--- src/rtl/or1420_regfile_pkg.sv ---
// Shared constants and types for the or1420 register-file write side.
package or1420_regfile_pkg;

  localparam int unsigned RF_ADDR_WIDTH = 5;
  localparam int unsigned RF_ENTRIES    = 32;

  // Last address touched by the post-reset clearing sweep.
  localparam logic [RF_ADDR_WIDTH-1:0] RF_LAST_ADDR = RF_ADDR_WIDTH'(RF_ENTRIES - 1);

  typedef enum logic {
    ST_INIT = 1'b0,
    ST_RUN  = 1'b1
  } rf_state_t;

endpackage

--- src/rtl/regfile_bypass_mux.sv ---
// Read-after-write bypass for one read port of the bit-sliced register file.
// Priority: hard-wired r0, then the staged RAM write, then the hold buffer, then the RAM itself.
module regfile_bypass_mux
  import or1420_regfile_pkg::*;
#(
  parameter int unsigned              DATA_WIDTH = 32,
  parameter logic [DATA_WIDTH-1:0]    INIT_VALUE = '0,
  parameter bit                       R0_IS_ZERO = 1'b1
) (
  input  logic [RF_ADDR_WIDTH-1:0] readAddr,
  input  logic                     stagedWe,
  input  logic [RF_ADDR_WIDTH-1:0] stagedAddr,
  input  logic [DATA_WIDTH-1:0]    stagedData,
  input  logic                     bufValid,
  input  logic [RF_ADDR_WIDTH-1:0] bufAddr,
  input  logic [DATA_WIDTH-1:0]    bufData,
  input  logic [DATA_WIDTH-1:0]    ramDataOut,
  output logic [DATA_WIDTH-1:0]    readData
);

  // Pick the youngest visible value for the requested address.
  always_comb begin
    readData = ramDataOut;
    if (R0_IS_ZERO && (readAddr == '0)) begin
      readData = INIT_VALUE;
    end else if (stagedWe && (stagedAddr == readAddr)) begin
      readData = stagedData;
    end else if (bufValid && (bufAddr == readAddr)) begin
      readData = bufData;
    end
  end

endmodule

--- src/rtl/regfile_write_sequencer.sv ---
// Write-side controller for the or1420 register file: clears all entries after reset, then
// merges execute-stage and load-return writes onto the single registered RAM write port,
// holding at most one displaced load write, and provides bypassed data for two read ports.
module regfile_write_sequencer
  import or1420_regfile_pkg::*;
#(
  parameter int unsigned              DATA_WIDTH = 32,
  parameter logic [DATA_WIDTH-1:0]    INIT_VALUE = '0,
  parameter bit                       R0_IS_ZERO = 1'b1
) (
  input  logic                     clock,
  input  logic                     reset,
  input  logic                     exWe,
  input  logic [RF_ADDR_WIDTH-1:0] exAddr,
  input  logic [DATA_WIDTH-1:0]    exData,
  input  logic                     memWe,
  input  logic [RF_ADDR_WIDTH-1:0] memAddr,
  input  logic [DATA_WIDTH-1:0]    memData,
  output logic                     memReady,
  output logic                     initDone,
  output logic                     ramWe,
  output logic [RF_ADDR_WIDTH-1:0] ramWriteAddr,
  output logic [DATA_WIDTH-1:0]    ramDataIn,
  input  logic [RF_ADDR_WIDTH-1:0] readAddrA,
  input  logic [RF_ADDR_WIDTH-1:0] readAddrB,
  input  logic [DATA_WIDTH-1:0]    ramDataOutA,
  input  logic [DATA_WIDTH-1:0]    ramDataOutB,
  output logic [DATA_WIDTH-1:0]    readDataA,
  output logic [DATA_WIDTH-1:0]    readDataB
);

  rf_state_t                r_state;
  rf_state_t                w_stateNext;
  logic [RF_ADDR_WIDTH-1:0] r_cnt;
  logic [RF_ADDR_WIDTH-1:0] w_cntNext;
  logic                     r_initDone;
  logic                     w_initDoneNext;

  logic                     r_bufValid;
  logic [RF_ADDR_WIDTH-1:0] r_bufAddr;
  logic [DATA_WIDTH-1:0]    r_bufData;
  logic                     w_bufValidNext;
  logic [RF_ADDR_WIDTH-1:0] w_bufAddrNext;
  logic [DATA_WIDTH-1:0]    w_bufDataNext;

  logic                     r_we;
  logic [RF_ADDR_WIDTH-1:0] r_waddr;
  logic [DATA_WIDTH-1:0]    r_wdata;
  logic                     w_we;
  logic [RF_ADDR_WIDTH-1:0] w_waddr;
  logic [DATA_WIDTH-1:0]    w_wdata;

  logic                     w_memReady;
  logic                     w_exValid;
  logic                     w_memValid;

  assign w_memReady = (r_state == ST_RUN) && !r_bufValid;

  // Address-0 requests are treated as absent when r0 is hard-wired; a load offered while
  // memReady is low is a protocol violation and is simply ignored.
  assign w_exValid  = exWe && !(R0_IS_ZERO && (exAddr == '0));
  assign w_memValid = memWe && w_memReady && !(R0_IS_ZERO && (memAddr == '0));

  // State register.
  always_ff @(posedge clock or posedge reset) begin
    if (reset) begin
      r_state <= ST_INIT;
    end else begin
      r_state <= w_stateNext;
    end
  end

  // Next-state and write-port arbitration: ex always wins, a concurrent load is parked in the
  // hold buffer, and a younger ex write to the parked address kills the buffered load.
  always_comb begin
    w_stateNext    = r_state;
    w_cntNext      = r_cnt;
    w_initDoneNext = r_initDone;
    w_bufValidNext = r_bufValid;
    w_bufAddrNext  = r_bufAddr;
    w_bufDataNext  = r_bufData;
    w_we           = 1'b0;
    w_waddr        = r_waddr;
    w_wdata        = r_wdata;
    unique case (r_state)
      ST_INIT: begin
        w_we    = 1'b1;
        w_waddr = r_cnt;
        w_wdata = INIT_VALUE;
        if (r_cnt == RF_LAST_ADDR) begin
          w_stateNext    = ST_RUN;
          w_initDoneNext = 1'b1;
        end else begin
          w_cntNext = r_cnt + 1'b1;
        end
      end
      ST_RUN: begin
        if (w_exValid) begin
          w_we    = 1'b1;
          w_waddr = exAddr;
          w_wdata = exData;
          if (r_bufValid) begin
            if (r_bufAddr == exAddr) begin
              w_bufValidNext = 1'b0;
            end
          end else if (w_memValid && (memAddr != exAddr)) begin
            w_bufValidNext = 1'b1;
            w_bufAddrNext  = memAddr;
            w_bufDataNext  = memData;
          end
        end else if (r_bufValid) begin
          w_we           = 1'b1;
          w_waddr        = r_bufAddr;
          w_wdata        = r_bufData;
          w_bufValidNext = 1'b0;
        end else if (w_memValid) begin
          w_we    = 1'b1;
          w_waddr = memAddr;
          w_wdata = memData;
        end
      end
      default: begin
        w_stateNext = ST_INIT;
      end
    endcase
  end

  // Sweep counter, hold buffer, init flag and the registered RAM write port.
  always_ff @(posedge clock or posedge reset) begin
    if (reset) begin
      r_cnt      <= '0;
      r_initDone <= 1'b0;
      r_bufValid <= 1'b0;
      r_bufAddr  <= '0;
      r_bufData  <= '0;
      r_we       <= 1'b0;
      r_waddr    <= '0;
      r_wdata    <= '0;
    end else begin
      r_cnt      <= w_cntNext;
      r_initDone <= w_initDoneNext;
      r_bufValid <= w_bufValidNext;
      r_bufAddr  <= w_bufAddrNext;
      r_bufData  <= w_bufDataNext;
      r_we       <= w_we;
      r_waddr    <= w_waddr;
      r_wdata    <= w_wdata;
    end
  end

  assign memReady     = w_memReady;
  assign initDone     = r_initDone;
  assign ramWe        = r_we;
  assign ramWriteAddr = r_waddr;
  assign ramDataIn    = r_wdata;

  regfile_bypass_mux #(
    .DATA_WIDTH (DATA_WIDTH),
    .INIT_VALUE (INIT_VALUE),
    .R0_IS_ZERO (R0_IS_ZERO)
  ) u_bypassA (
    .readAddr   (readAddrA),
    .stagedWe   (r_we),
    .stagedAddr (r_waddr),
    .stagedData (r_wdata),
    .bufValid   (r_bufValid),
    .bufAddr    (r_bufAddr),
    .bufData    (r_bufData),
    .ramDataOut (ramDataOutA),
    .readData   (readDataA)
  );

  regfile_bypass_mux #(
    .DATA_WIDTH (DATA_WIDTH),
    .INIT_VALUE (INIT_VALUE),
    .R0_IS_ZERO (R0_IS_ZERO)
  ) u_bypassB (
    .readAddr   (readAddrB),
    .stagedWe   (r_we),
    .stagedAddr (r_waddr),
    .stagedData (r_wdata),
    .bufValid   (r_bufValid),
    .bufAddr    (r_bufAddr),
    .bufData    (r_bufData),
    .ramDataOut (ramDataOutB),
    .readData   (readDataB)
  );

endmodule

--- config.mk ---
export PLATFORM = sky130hd
export DESIGN_NAME = regfile_write_sequencer
export DESIGN_NICKNAME = d
export VERILOG_FILES = /design/src/rtl/or1420_regfile_pkg.sv /design/src/rtl/regfile_bypass_mux.sv /design/src/rtl/regfile_write_sequencer.sv
export SDC_FILE = /design/constraint.sdc
export NUM_CORES = 1
export LEC_CHECK = 0
export BUFFER_PORTS_ARGS = -buffer_cell sky130_fd_sc_hd__buf_2
export CELL_PAD_IN_SITES_DETAIL_PLACEMENT = 1
export CELL_PAD_IN_SITES_GLOBAL_PLACEMENT = 2
export CORE_MARGIN = 4
export CORE_UTILIZATION = 28
export DETAILED_ROUTE_END_ITERATION = 6
export PLACE_DENSITY_LB_ADDON = 0.2
export SLEW_MARGIN = 10
export SYNTH_ARGS = -nofsm -noshare
export SYNTH_HDL_FRONTEND = slang
export SYNTH_HIERARCHICAL = 1
export SYNTH_SLANG_ARGS = --single-unit
export TNS_END_PERCENT = 1
--- constraint.sdc ---
create_clock -name clock -period 2.5 [get_ports clock]
set_input_delay 0.125 -clock clock [delete_from_list [all_inputs] [get_ports clock]]
set_output_delay 0.125 -clock clock [all_outputs]
set_load 0.01 [all_outputs]
==> impl_metrics.ini <==
[place]
hpwl_um = 21690
dp_cells = 1280
port_buffers = 255
placedInstanceArea_um2 = 8267
place_worst_setup_slack_ps = 200.9
place_congestion = 0.8028

[clock_network]
clk_root_buffer_cell = clkbuf_16
clk_pin_slew_ps = 70
cts_sinks = 83
h-tree-depth = 3
cts_tree = built
cts_max_path_buffers = 2
clk_latency_ps = 350
cts_made_buffers = 9

[grt]
grt_first_pass_wirelength_um = 46820
grt_max_degree = 70
grt_antenna_before_repair = 5
grt_usage_pct = 23.20
overflow = 0
grt_pass1_vias = 7540

[sta]
max_freq_mhz = 413.3
worst_pin_slew_ps = 550.7
skew_ps = 8.758
setup_viol = 0
finalWorstSetupSlack_ps = 80.31
period_share_pct = 96.79
rsz0062_at_grt = true
min_period_ps = 2420
slew_headroom_pct = 63.29
slew_violations = 0
tns_ps = 0
hold_violations = 0
whs_ps = 13.88

[yosys]
synth_edf_count = 0
yosysWarnings = 6
synthMuxAreaShare_pct = 12.32
synth_top_flop_cell = dfrtp_1
synth_cell_types = 40
syn_nets = 922
syn_area_um2 = 6571
synthSimpleGateAreaFrac_pct = 16.98
synth-compound-area-share_pct = 27.30
synth_top_family_by_area = compound AO/OA/AOI/OAI gates
synth_area_per_cell_um2 = 8.556
synthXorXnorAreaFrac_pct = 4.627
async_flop_share_pct = 100.0
synthAdderAreaFrac_pct = 0.3808
ys_seq_area_share_pct = 31.61
syn_inst = 768
synth_seq_cells = 83

[finish]
drive_gt1_share_pct = 38.91
fin_util_pct = 38.06
final_cells = 1302
fin_area_um2 = 8695
nets = 1137
syn2layout_area_growth_pct = 32.31

[route]
drtIter0Drc = 409
viasPerCell = 5.506
drt-pass1-iter-count = 5
ant_nets = 0
route.detailed.drc = 0
wl_per_cell_um = 23.53
num_vias = 7169
routed_wl_um = 30640

[worst_setup_path]
crit_arrival_ps = 2290
path_buf_inv = 2
start_kind = flip-flop
crit_path_end_kind = output pin
crit_required_ps = 2380
cp_max_fo = 20
crit_cells = 6
crit_family = flip-flops
max_stage_delay_ps = 500
critical_path_class = flip-flop to output pin
r2r_cells = 5
crit_slowest_cell = dfrtp_2
cp_cell_sequence = xnor2_4 > nand2_1 > buf_4 > o21ai_0 > a311oi_2 > buf_2

[floorplanning]
initial_core_util_pct = 28.76
die_width_um = 161.2
rows = 55
die-area_um2 = 25980
top_level_ports = 256
core_um2 = 22850
die_height_um = 161.2

[power]
cellPowerDensity_nw_per_um2 = 629.4
leakage_nw = 3.411
peakVddDrop_mv = 0.2920
power.total_mw = 5.473

[hold_path]
whs_path_depth = 2
hold_class = primary input to flip-flop

[run]
drv_cap = 0

[outcome]
status = completed
==> cells in the mapped netlist, types with 3 or more instances <==
cell type	count	area share, %
a311oi_1	13	1.7
nor4_1	3	0.29
o32ai_1	5	0.67
nor2_1	6	0.34
dfrtp_1	83	32
nand4_1	34	3.2
a211oi_1	36	4.1
o21ai_0	128	9.7
clkbuf_1	56	3.2
buf_2	20	1.5
nor3_1	65	5.0
a21o_1	6	0.69
xnor2_1	27	3.6
mux2i_1	37	5.6
buf_4	4	0.46
nand2_1	72	4.1
a311oi_2	20	4.6
buf_6	6	1.0
inv_1	4	0.23
o22a_1	36	4.8
clkbuf_2	3	0.23
nand3_1	36	2.7
or4_1	3	0.34
xor2_1	4	0.53
mux2_2	38	6.5
==> sequential cells by signal, summed over array words and instances, names as in the netlist <==
name          flops
r_bufData        32
ramWriteAddr      5
r_state           1
r_bufAddr         5
initDone          1
ramWe             1
ramDataIn        32
r_bufValid        1
r_cnt             5
==> metal layers <==
layer  share of wire, %  vias to the layer above  global-route usage [%]
met5               0.14                        -                       0
met1                 45                     3556                   30.74
met4                1.7                        6                   5.894
li1                   -                     3347                       -
met3                5.3                       34                   4.542
met2                 48                      226                   38.99
==> layout by cell type (no fill, tap or decap), types with 20 or more instances in the layout <==
cell      Yosys  layout
buf_4         4      22
dfrtp_1      83      81
mux2_2       38      38
nor3_1       65      65
mux2i_1      37      37
nand2_1      72      70
xnor2_1      27      27
nand3_1      36      36
a211oi_1     36      32
a311oi_2     20      20
o21ai_0     128     125
nand4_1      34      34
o22a_1       36      36
buf_2        20     255
==> worst register-to-register path, cell delays in order, from the launching register on <==
cell and delay [ps]:
dfrtp_4 670, nor2_1 310, and3_2 330, buf_12 270, a311oi_1 90, a21o_1 170
==> final cells by class <==
type / count / area, um2
antenna: 2 / 5.005
clock buffer: 13 / 260.3
clock inverter: 2 / 60.06
fill: 2799 / 14150
inverter: 4 / 17.52
multi-input combinational: 590 / 4123
sequential: 83 / 2082
tap: 313 / 391.6
timing repair buffer: 295 / 1755
==> timing repair <==
action,in CTS,in global routing
gates resized for setup,4,10
setup endpoints to repair,25,58
hold buffers,2,0
setup buffers,0,3
pin swaps,0,3
hold endpoints to repair,38,0
==> report_power, final <==
part	internal, mW	switching (mW)
combinational	0.873	1.17
sequential	1.57	0.338
clock	0.927	0.591
total	3.37	2.10
==> final timing paths <==
check	from	endpoint	slack, ps
max	r_bufAddr[3]	readDataA[16]	80
max reg2reg	r_bufValid	ramWriteAddr[0]	540
min in group asynchronous	reset	ramWe	380
min	memData[20]	r_bufData[20]	10
max in group asynchronous	reset	ramDataIn[27]	1430
min reg2reg	initDone	initDone	460
==> logic make-up after synthesis <==
logic type | after synthesis
fa+ha+maj | 2
buf+inv | 95
mux | 76
flops | 83
compound gates | 252
simple gates | 227
xor+xnor | 33
Power figures use the tool's default switching activity.
